`src/rtl/conv_pkg.sv`:
```
// rtl/conv_pkg.sv - scheduler state encoding, default sizing and width helpers
package conv_pkg;

  typedef enum logic [2:0] {
    IDLE,
    WAIT_WIN,
    ISSUE,
    DRAIN,
    DONE
  } sched_state_e;

  function automatic int sel_width(input int max_filters);
    return (max_filters > 1) ? $clog2(max_filters) : 1;
  endfunction

  function automatic int credit_width(input int depth);
    return $clog2(depth + 1);
  endfunction

  localparam int DEF_MAX_FILTERS    = 512;
  localparam int DEF_OUT_FIFO_DEPTH = 16;
  localparam int SEL_W              = sel_width(DEF_MAX_FILTERS);
  localparam int CREDIT_W           = credit_width(DEF_OUT_FIFO_DEPTH);

endpackage

```
`src/rtl/conv_credit_counter.sv`:
```
// rtl/conv_credit_counter.sv - saturating up/down counter with reset value
// Simultaneous inc and dec cancel; inc at MAX and dec at zero are dropped.
module conv_credit_counter #(
  parameter int W    = 5,
  parameter int INIT = 16,
  parameter int MAX  = 16
) (
  input  logic         clk_i,
  input  logic         rst_i,
  input  logic         inc_i,
  input  logic         dec_i,
  output logic [W-1:0] count_o
);

  localparam logic [W-1:0] INIT_V = W'(INIT);
  localparam logic [W-1:0] MAX_V  = W'(MAX);
  localparam logic [W-1:0] ONE_V  = W'(1);

  logic [W-1:0] count_q, count_d;

  always_comb begin
    count_d = count_q;
    if (inc_i && !dec_i && count_q != MAX_V) begin
      count_d = count_q + ONE_V;
    end else if (dec_i && !inc_i && count_q != '0) begin
      count_d = count_q - ONE_V;
    end
  end

  always_ff @(posedge clk_i or posedge rst_i) begin
    if (rst_i) count_q <= INIT_V;
    else       count_q <= count_d;
  end

  assign count_o = count_q;

endmodule

```
`src/rtl/conv_filter_scheduler.sv`:
```
// rtl/conv_filter_scheduler.sv - per-window filter sequencer with output-FIFO credit backpressure
// Define CONV_SCHED_PERF_EN to add the o_stall_cycles credit-stall counter.
module conv_filter_scheduler
  import conv_pkg::*;
#(
  parameter int MAX_FILTERS    = DEF_MAX_FILTERS,
  parameter int OUT_FIFO_DEPTH = DEF_OUT_FIFO_DEPTH,
  localparam int SB = sel_width(MAX_FILTERS),
  localparam int CB = credit_width(OUT_FIFO_DEPTH)
) (
  input  logic          i_aclk,
  input  logic          i_areset,
  input  logic          i_load_param,
  input  logic [SB:0]   i_filters,
  input  logic          i_start,
  input  logic          i_window_valid,
  input  logic          i_last_window,
  output logic          o_window_advance,
  output logic          o_sel_valid,
  output logic [SB-1:0] o_sel,
  output logic          o_dsp_in_valid,
  output logic          o_dsp_last_window,
  input  logic          i_dsp_out_valid,
  input  logic          i_out_pop,
  output logic          o_busy,
`ifdef CONV_SCHED_PERF_EN
  output logic [31:0]   o_stall_cycles,
`endif
  output logic          o_done
);

  localparam logic [SB:0]   ONE_F = (SB + 1)'(1);
  localparam logic [SB-1:0] ONE_S = SB'(1);

  sched_state_e  state_q, state_d;
  logic [SB:0]   filters_q, filters_d;
  logic [SB-1:0] sel_q, sel_d;
  logic          last_q, last_d;
  logic          dsp_valid_q, dsp_last_q;
  logic [CB-1:0] credits, outstanding;
  logic          issue, final_sel, done;

  always_comb begin
    state_d   = state_q;
    filters_d = filters_q;
    sel_d     = sel_q;
    last_d    = last_q;
    issue     = 1'b0;
    final_sel = 1'b0;
    done      = 1'b0;
    case (state_q)
      IDLE: begin
        // A same-cycle load is visible to the start check.
        if (i_load_param) filters_d = i_filters;
        if (i_start && filters_d != '0) state_d = WAIT_WIN;
      end
      WAIT_WIN: begin
        if (i_window_valid) begin
          last_d  = i_last_window;
          sel_d   = '0;
          state_d = ISSUE;
        end
      end
      ISSUE: begin
        if (credits != '0) begin
          issue = 1'b1;
          sel_d = sel_q + ONE_S;
          if ({1'b0, sel_q} == filters_q - ONE_F) begin
            final_sel = 1'b1;
            state_d   = last_q ? DRAIN : WAIT_WIN;
          end
        end
      end
      DRAIN: begin
        if (outstanding == '0 && !dsp_valid_q) state_d = DONE;
      end
      DONE: begin
        done    = 1'b1;
        state_d = IDLE;
      end
      default: state_d = IDLE;
    endcase
  end

  always_ff @(posedge i_aclk or posedge i_areset) begin
    if (i_areset) begin
      state_q     <= IDLE;
      filters_q   <= '0;
      sel_q       <= '0;
      last_q      <= 1'b0;
      dsp_valid_q <= 1'b0;
      dsp_last_q  <= 1'b0;
    end else begin
      state_q     <= state_d;
      filters_q   <= filters_d;
      sel_q       <= sel_d;
      last_q      <= last_d;
      dsp_valid_q <= issue;
      dsp_last_q  <= final_sel && last_q;
    end
  end

  // Credits mirror free output-FIFO slots; outstanding tracks results still inside the DSP.
  conv_credit_counter #(.W(CB), .INIT(OUT_FIFO_DEPTH), .MAX(OUT_FIFO_DEPTH)) u_credits (
    .clk_i   (i_aclk),
    .rst_i   (i_areset),
    .inc_i   (i_out_pop),
    .dec_i   (issue),
    .count_o (credits)
  );

  conv_credit_counter #(.W(CB), .INIT(0), .MAX(OUT_FIFO_DEPTH)) u_outstanding (
    .clk_i   (i_aclk),
    .rst_i   (i_areset),
    .inc_i   (dsp_valid_q),
    .dec_i   (i_dsp_out_valid),
    .count_o (outstanding)
  );

`ifdef CONV_SCHED_PERF_EN
  logic [31:0] stall_q;
  logic        start_ok;

  assign start_ok = (state_q == IDLE) && i_start &&
                    ((i_load_param ? i_filters : filters_q) != '0);

  always_ff @(posedge i_aclk or posedge i_areset) begin
    if (i_areset) begin
      stall_q <= '0;
    end else if (start_ok) begin
      stall_q <= '0;
    end else if (state_q == ISSUE && credits == '0 && stall_q != 32'hFFFF_FFFF) begin
      stall_q <= stall_q + 32'd1;
    end
  end

  assign o_stall_cycles = stall_q;
`endif

  assign o_sel_valid       = issue;
  assign o_sel             = sel_q;
  assign o_window_advance  = final_sel;
  assign o_dsp_in_valid    = dsp_valid_q;
  assign o_dsp_last_window = dsp_last_q;
  assign o_busy            = (state_q != IDLE);
  assign o_done            = done;

endmodule

```
`config.mk`:
```
export PLATFORM = sky130hd
export DESIGN_NAME = conv_filter_scheduler
export DESIGN_NICKNAME = d
export VERILOG_FILES = /design/src/rtl/conv_pkg.sv /design/src/rtl/conv_credit_counter.sv /design/src/rtl/conv_filter_scheduler.sv
export SDC_FILE = /design/constraint.sdc
export NUM_CORES = 1
export LEC_CHECK = 0
export ABC_CLOCK_PERIOD_IN_PS = 7300
export CORE_UTILIZATION = 50
export CTS_BUF_LIST = sky130_fd_sc_hd__clkbuf_16
export CTS_CLUSTER_DIAMETER = 100
export DETAILED_ROUTE_END_ITERATION = 8
export DONT_BUFFER_PORTS = 1
export PLACE_DENSITY = 0.71
export REMOVE_ABC_BUFFERS = 1
export SYNTH_ARGS = -nofsm -noshare
export SYNTH_HDL_FRONTEND = slang
export SYNTH_SLANG_ARGS = --single-unit
```
`constraint.sdc`:
```
create_clock -name i_aclk -period 7.3 [get_ports i_aclk]
set_input_delay 0.73 -clock i_aclk [delete_from_list [all_inputs] [get_ports i_aclk]]
set_output_delay 0.73 -clock i_aclk [all_outputs]
set_load 0.05 [all_outputs]
```
* Word-level counts from Yosys, hierarchy flattened
Index checks and enable logic that the tools add are counted.
Widths: inputs -> output; s select.
** Word-level totals
- Register bits after elaboration :: 35
- Input port bits :: 18
- Output and inout port bits :: 15
- Logic and storage cells :: 75
** Operators by class
- Add/subtract/negate cells :: 6
- Equality and inequality tests :: 12
- Muxes and demuxes :: 22
- Reduce and logical (&&, ||, !) cells :: 27
** Operators with widths (count)
- $mux 10 :: 2
- $mux 5 :: 4
- $mux 9 :: 2
- $pmux 9 s2 :: 1
- $mux 3 :: 5
- $pmux 3 s4 :: 1
- $logic_and 1x1->1 :: 11
- $add 5x1->5 const B :: 2
- $eq 9x10->1 :: 1
- $ne 2x2->1 const B :: 5
- $ne 5x5->1 const B :: 2
- $reduce_bool 10->1 :: 1
- $reduce_bool 5->1 :: 2
- $sub 10x1->10 const B :: 1
- $sub 5x1->5 const B :: 2
- $add 9x1->9 const B :: 1
- $eq 3x2->1 const B :: 2
- $mux 1 :: 6
- $reduce_bool 2->1 :: 3
- $logic_not 5->1 :: 1
- $reduce_and 5->1 :: 1
- $logic_not 1->1 :: 4
- $eq 3x1->1 const B :: 1
- $eq 3x3->1 const B :: 1
- other kinds (5) :: 5

* Logic depth before layout (Yosys ltp)
Gate-level depths: netlist of run 1.
- Depth after elaboration :: 7
- Depth in mapped cells :: 11
- Depth with buffers taken out :: 10

* Hierarchy
A second synthesis of run 1 with hierarchy kept.
** Unflattened totals
- Cell total of the unflattened synthesis :: 254
- Area, all modules :: 2437.3 µm²
** Modules (own cells, without submodules)
- conv_filter_scheduler :: times used 1, cells an instance 166, area each 1572.8 µm², seq. area each 625.6 µm²
- conv_credit_counter (u_credits) :: times used 1, cells an instance 44, area each 432.9 µm², seq. area each 126.4 µm²
- conv_credit_counter (u_outstanding) :: times used 1, cells an instance 44, area each 431.7 µm², seq. area each 125.1 µm²

* Worst setup path after synthesis of run 1
Ideal clock, no wire load.
- Path kind :: register to output
- Start :: reg filters_q[0]
- End :: out o_window_advance
- Arrival time :: 2.607 ns
- Data required time :: 6.570 ns
- Path slack :: 3.963 ns
- Cell stages (with the launch flop) :: 8
- Path buffers :: 0
- Cell sequence :: dfrtp_1 inv_1 ha_1 nor2b_1 or3_2 a31oi_1 nand2_1 nor3_1
** On the way
- Word-level cells in the longest chain between the ends :: 5
** RTL lines
- from (decl) :: RTL line conv_filter_scheduler.sv:36 : logic [SB:0] filters_q, filters_d;
- from (signal assigned) :: RTL line conv_filter_scheduler.sv:95 : filters_q <= filters_d;
- $sub 10x1->10 :: RTL line conv_filter_scheduler.sv:68 : if ({1'b0, sel_q} == filters_q - ONE_F) begin
- $eq 9x10->1 :: RTL line conv_filter_scheduler.sv:68
- $mux 1 :: RTL line conv_filter_scheduler.sv:68
- $mux 1 :: RTL line conv_filter_scheduler.sv:65 : if (credits != '0) begin
- $mux 1 :: RTL line conv_filter_scheduler.sv:51 : case (state_q)
- to (decl) :: RTL line conv_filter_scheduler.sv:18 : output logic o_window_advance,
Every way passes these cells.

* Final worst setup path of run 1
Same ends and word-level chain as after synthesis.

==> impl_metrics.env, run 1 <==
export IMPL_grt_use_total=0.223
export IMPL_dieArea_mm2=0.00492
export IMPL_p_leak_nw=0.995
export IMPL_antenna_found_initial=0
export IMPL_grt_pass1_vias=1737
export IMPL_die_w_um=70.2
export IMPL_reg2reg_to="u_credits.count_o[4]"
export IMPL_htree_levels=2
export IMPL_grt_overflow=0
export IMPL_design_area_mm2=0.00251
export IMPL_layout_nets=265
export IMPL_cts_buffers_inserted=5
export IMPL_synth_edff_count=0
export IMPL_crit_chain="inv_1 > ha_1 > nor2b_1 > or3_2 > a31oi_1 > nand2_1 > nor3_2"
export IMPL_vias=1755
export IMPL_cpPeakStageDelay_ns=0.67
export IMPL_slew_limit_headroom=0.330
export IMPL_synth_cell_types=57
export IMPL_place_inst=282
export IMPL_first_pass_iters=4
export IMPL_ff2ff_path_depth=10
export IMPL_layoutNonFillerInstCount=290
export IMPL_cts_buffer_depth=2
export IMPL_worstPathArrival_ns=2.69
export IMPL_drive_gt1_frac=0.155
export IMPL_power_density_mw_per_mm2=492
export IMPL_endpoint_kind="output port"
export IMPL_placement_io_buffers=0
export IMPL_syn_inst=234
export IMPL_ioPinCount=33
export IMPL_ys_seq_elements=35
export IMPL_tightestPinTransition_ns=0.998
export IMPL_cts_sinks=35
export IMPL_seq_area_frac_synth=0.378
export IMPL_syn2layout_area_growth_pct=7.97
export IMPL_grt_first_pass_wirelength_um=8570
export IMPL_die_h_um=70.2
export IMPL_postSynthAreaPerCell_um2=9.92
export IMPL_rsz0062_at_grt="no"
export IMPL_period_share=0.469
export IMPL_finalSetupViolations=0
export IMPL_path_max_fanout=5
export IMPL_routabilityCongestion=0.794
export IMPL_yosysWarnings=0
export IMPL_start_util=0.526
export IMPL_wirelength_um=4850
export IMPL_postRouteAntennaNets=0
export IMPL_crit_slowest_cell="nor3_2"
export IMPL_drt_iter0_markers=110
export IMPL_num_rows=24
export IMPL_hold_path_class="primary input to async pin"
export IMPL_post_route_min_period_ns=3.42
export IMPL_insertion_delay_ns=0.28
export IMPL_routedWlPerCell_um=16.7
export IMPL_worst_clock_skew_ns=0.00456
export IMPL_post_cts_buffers=0
export IMPL_cts_clk_slew_worst_paths_ns=0.05
export IMPL_cts_tree="yes"
export IMPL_status="complete, no violations"
export IMPL_critical_path_required_ns=6.57
export IMPL_drt_vias_per_instance=6.05
export IMPL_hold_viol=0
export IMPL_async_flop_share=1.00
export IMPL_fmax_mhz=292
export IMPL_ctsHoldBuffers=0
export IMPL_grt_max_degree=30
export IMPL_cts_resized=0
export IMPL_path_class="flip-flop to output port"
export IMPL_cts_root_buffer="clkbuf_16"
export IMPL_maxSlewViolCount=0
export IMPL_postPlaceCellArea_mm2=0.00237
export IMPL_syn_area_mm2=0.00232
export IMPL_antennaDiodeCount=0
export IMPL_dpl_hpwl_um=3650
export IMPL_crit_buf_inv=1
export IMPL_ys_flop_type="dfrtp_1"
export IMPL_multi_input_area_mm2=0.00136
export IMPL_drcViolationCount=0
export IMPL_crit_family="simple AND/OR/NAND/NOR gates"
export IMPL_drv_cap=0
export IMPL_register_area_um2=877
export IMPL_start_kind="flip-flop"
export IMPL_core_area_mm2=0.00441
export IMPL_setup_tns_ns=0
export IMPL_n_fill_cell=381
export IMPL_r2r_slack_ns=4.46
export IMPL_r2r_start="state_q[2]"
export IMPL_ir_worst_vdd_mv=0.215
==> cell type report <==
class	instances	area share
Sequential cell	35	0.350
Clock inverter	3	0.00499
Inverter	16	0.0240
Multi-Input combinational cell	178	0.542
Clock buffer	5	0.0499
Timing Repair Buffer	1	0.00299
Tap cell	52	0.0259
==> state kept, by name, indices dropped and copies added (netlist names) <==
register               flops
u_outstanding.count_o      5
o_sel                      9
last_q                     1
o_dsp_in_valid             1
state_q                    3
u_credits.count_o          5
filters_q                 10
o_dsp_last_window          1
==> routing by layer <==
layer,part of all wire,GRT usage,vias to the layer above,routed length (um)
li1,-,-,859,-
met1,0.47,0.317,851,2280
met2,0.45,0.319,35,2200
met3,0.053,0.0620,10,255
met4,0.021,0.0889,0,104
met5,0,0,-,0
==> worst max-delay path by stage <==
stage	from	to	slack (ns)	depth (start not counted)
after floorplan	filters_q[0]	o_window_advance	3.96	7
after global placement	filters_q[0]	o_window_advance	4.24	7
after detailed placement	filters_q[0]	o_window_advance	4.19	7
after CTS	filters_q[0]	o_window_advance	3.88	7
after global routing	filters_q[0]	o_window_advance	3.69	7
final	filters_q[0]	o_window_advance	3.88	7
==> kinds of logic after synthesis <==
| kind of cell | Yosys count | synth area share |
|---|---|---|
| buffers and inverters | 21 | 0.0409 |
| muxes | 13 | 0.0625 |
| and+or+nand+nor | 80 | 0.200 |
| AOI/OAI and AO/OA | 48 | 0.156 |
| xor gates and xnor gates | 27 | 0.102 |
| DFF | 35 | 0.378 |
| adders and majority gates | 10 | 0.0603 |
==> layout by cell type, fill, tap and decap left out, types with 6 or more instances in the layout <==
cell and instances:
o21ai_0 7, nor4_1 7, mux2_2 12, dfrtp_1 34, nand3_1 6, nand2_1 11, nor2_1 15, inv_1 17
xnor2_1 24, nor3_1 7, ha_1 8, a21oi_1 11
==> report_power, final <==
part | total, mW | internal [mW] | leakage (nW) | switching (mW)
Clock | 0.198 | 0.123 | 0.0762 | 0.0751
Combinational | 0.578 | 0.276 | 0.488 | 0.303
Sequential | 0.457 | 0.279 | 0.431 | 0.178
==> worst register-to-register path: stages (launching register included) <==
cell,delay [ns]
dfrtp_1,0.59
nor3b_2,0.44
nor2_1,0.08
o21ai_1,0.33
inv_1,0.11
fa_1,0.42
nor2b_1,0.13
o21ai_0,0.13
and2_1,0.21
o221ai_1,0.19
o221ai_1,0.14
==> metrics by stage <==
step	utilization	hold WS, ns	worst slack, ns	power [mW]
6_report	0.568	0.275	3.88	1.23
5_1_grt	0.568	0.295	3.69	1.34
4_1_cts	0.568	0.277	3.88	1.24
3_5_place_dp	0.537	0.540	4.19	1.03
3_3_place_gp	0.537	0.521	4.24	1.01
2_1_floorplan	-	0.486	3.96	0.907
==> synthesized netlist by cell type, types with 4 or more instances <==
cell type / number / area (um^2)
a2111oi_2: 5 / 75.1
a21o_1: 5 / 37.5
a21oi_1: 11 / 55.1
dfrtp_1: 34 / 851
ha_1: 8 / 100
inv_1: 15 / 56.3
mux2_2: 12 / 135
nand2_1: 11 / 41.3
nand3_1: 6 / 30.0
nor2_1: 15 / 56.3
nor2b_1: 4 / 25.0
nor3_1: 8 / 40.0
nor3b_1: 4 / 30.0
nor4_1: 7 / 43.8
o21ai_0: 7 / 35.0
xnor2_1: 24 / 210
Power figures use the tool's default switching activity.
==> run 2, diff against run 1 <==
Settings changed: ABC_CLOCK_PERIOD_IN_PS 7300 to 3100, PLACE_DENSITY 0.71 to 0.74.
Clock period 7.3 ns to 3.1 ns, I/O delays scaled along.
==> run 2 against run 1 <==
Compared with the run above: design area rose by 2.6%; final cell count rose by 3.1%; sequential cell count did not move; highest routed layer unchanged; sequential power rose by 100%; register-to-register slack got worse by 4.1 ns; clock-buffer cell count did not move; total power rose by 140%; clock skew barely moved.
==> impl_metrics.env, run 2 (synthesis gave the netlist of run 1 again) <==
export IMPL_cts_resized=0
export IMPL_worstPathArrival_ns=2.93
export IMPL_routed_top_layer="met4"
export IMPL_p_seq_frac=0.317
export IMPL_start_util=0.526
export IMPL_cts_clk_slew_worst_paths_ns=0.05
export IMPL_crit_chain="nor4_2 > nor2_1 > o21ai_1 > inv_1 > fa_1 > nor2b_1 > o21ai_0 > and2_1 > o221ai_1 > o221ai_1"
export IMPL_p_int_mw=1.63
export IMPL_met3WireLength_um=252
export IMPL_dieArea_mm2=0.00492
export IMPL_power_density_mw_per_mm2=1140
export IMPL_m1WireLength_um=2290
export IMPL_vias=1758
export IMPL_setup_tns_ns=0
export IMPL_clock_power_share=0.160
export IMPL_hold_viol=0
export IMPL_rsz0062_at_grt="no"
export IMPL_drive_gt1_frac=0.182
export IMPL_cpPeakStageDelay_ns=0.48
export IMPL_cts_root_buffer="clkbuf_16"
export IMPL_whs_ns=0.0117
export IMPL_die_h_um=70.2
export IMPL_drt_iter0_markers=113
export IMPL_finalSetupViolations=0
export IMPL_final_util=0.583
export IMPL_grt_use_total=0.218
export IMPL_htree_levels=2
export IMPL_dpl_hpwl_um=3560
export IMPL_grt_pass1_vias=1761
export IMPL_antennaDiodeCount=0
export IMPL_grt_overflow=0
export IMPL_maxSlewViolCount=0
export IMPL_num_rows=24
export IMPL_p_total_mw=2.94
export IMPL_routedWlPerCell_um=16.1
export IMPL_grt_first_pass_wirelength_um=8450
export IMPL_combPwrFrac=0.523
export IMPL_cts_buffers_inserted=5
export IMPL_post_cts_buffers=0
export IMPL_worst_path_most_repeated_cell="o221ai_1"
export IMPL_endpoint_kind="flip-flop"
export IMPL_layout_nets=274
export IMPL_grt_max_degree=36
export IMPL_final_cell_mix="dfrtp_1 (34), xnor2_1 (24), inv_1 (16)"
export IMPL_switching_share=0.446
export IMPL_regMostFlops="filters_q"
export IMPL_slew_limit_headroom=0.301
export IMPL_insertion_delay_ns=0.28
export IMPL_path_max_fanout=5
export IMPL_largest_reg_flops=10
export IMPL_switchingPower_mw=1.31
export IMPL_drt_vias_per_instance=5.88
export IMPL_path_class="flip-flop to flip-flop"
export IMPL_post_route_min_period_ns=2.74
export IMPL_syn2layout_area_growth_pct=10.8
export IMPL_die_w_um=70.2
export IMPL_cts_buffer_depth=2
export IMPL_ctsHoldBuffers=0
export IMPL_period_share=0.883
export IMPL_cts_tree="yes"
export IMPL_antenna_found_initial=0
export IMPL_routabilityCongestion=0.803
export IMPL_wirelength_um=4810
export IMPL_crit_slowest_cell="nor4_2"
export IMPL_postRouteAntennaNets=0
export IMPL_p_leak_nw=1.04
export IMPL_cts_sinks=35
export IMPL_critical_path_required_ns=3.29
export IMPL_final_common_cell="dfrtp_1"
export IMPL_drcViolationCount=0
export IMPL_fmax_mhz=365
export IMPL_ioPinCount=33
export IMPL_core_area_mm2=0.00441
export IMPL_drv_cap=0
export IMPL_wl_met2_um=2230
export IMPL_hold_path_class="primary input to async pin"
export IMPL_ir_worst_vdd_mv=0.624
export IMPL_status="complete, no violations"
export IMPL_tightestPinTransition_ns=1.04
export IMPL_first_pass_iters=4
export IMPL_start_kind="flip-flop"
export IMPL_placement_io_buffers=0
export IMPL_worst_clock_skew_ns=0.00445
[run 2: cell types whose count changed in the layout (fill, tap and decap cells not counted), sizes merged]
cell / delta
clkinv: +1
buf: +9
inv: -1
[run 2: power by group through the flow]
stage | clock network [mW] | logic [mW] | registers, mW
final | 0.471 | 1.54 | 0.932
after global placement | 0 | 1.50 | 0.925
after CTS | 0.478 | 1.54 | 0.928
after floorplan | 0 | 1.15 | 0.989
after global routing | 0.499 | 1.71 | 0.969
after detailed placement | 0 | 1.53 | 0.934
[run 2: final timing paths]
check / start / end / slack, ns / cells past startpoint
setup / recovery: u_credits.count_o[1] / u_credits.count_o[4] / 0.36 / 10
hold / removal: i_areset / state_q[2] / 0.01 / 2
setup reg to reg: u_credits.count_o[1] / u_credits.count_o[4] / 0.36 / 10
hold reg to reg: u_outstanding.count_o[4] / u_outstanding.count_o[4] / 0.52 / 1
max in group asynchronous: i_areset / u_credits.count_o[4] / 2.73 / 2
min in group i_aclk: i_filters[1] / filters_q[1] / 0.14 / 2
[run 2: metrics by stage]
step	instance area [um^2]	worst slack, ns	std cells
detailed placement	2440	0.399	291
global placement	2440	0.520	291
floorplan	2290	0.183	229
CTS	2570	0.364	299
finish	2570	0.363	299
global route	2570	0.0653	299
[run 2: cell type report]
cell class	instances	area, um^2
multi-input combinational	178	1360
sequential	35	877
inverter	16	60.1
fill	385	1840
timing repair buffer	10	75.1
tap	52	65.1
clock buffer	5	125
clock inverter	3	11.3
[run 2: routing by layer]
layer / up-vias / GRT usage
met1: 832 / 0.294
met2: 46 / 0.341
li1: 874 / -
met3: 6 / 0.0635
met5: - / 0
met4: 0 / 0.0667
[run 2: worst max-delay path, delay by kind of cell (launching register included)]
kind            cells  cell delay (ns)
simple gates        4             0.93
flops               1             0.42
fa+ha+maj           1             0.40
compound gates      4             0.79
buf+inv             1             0.10
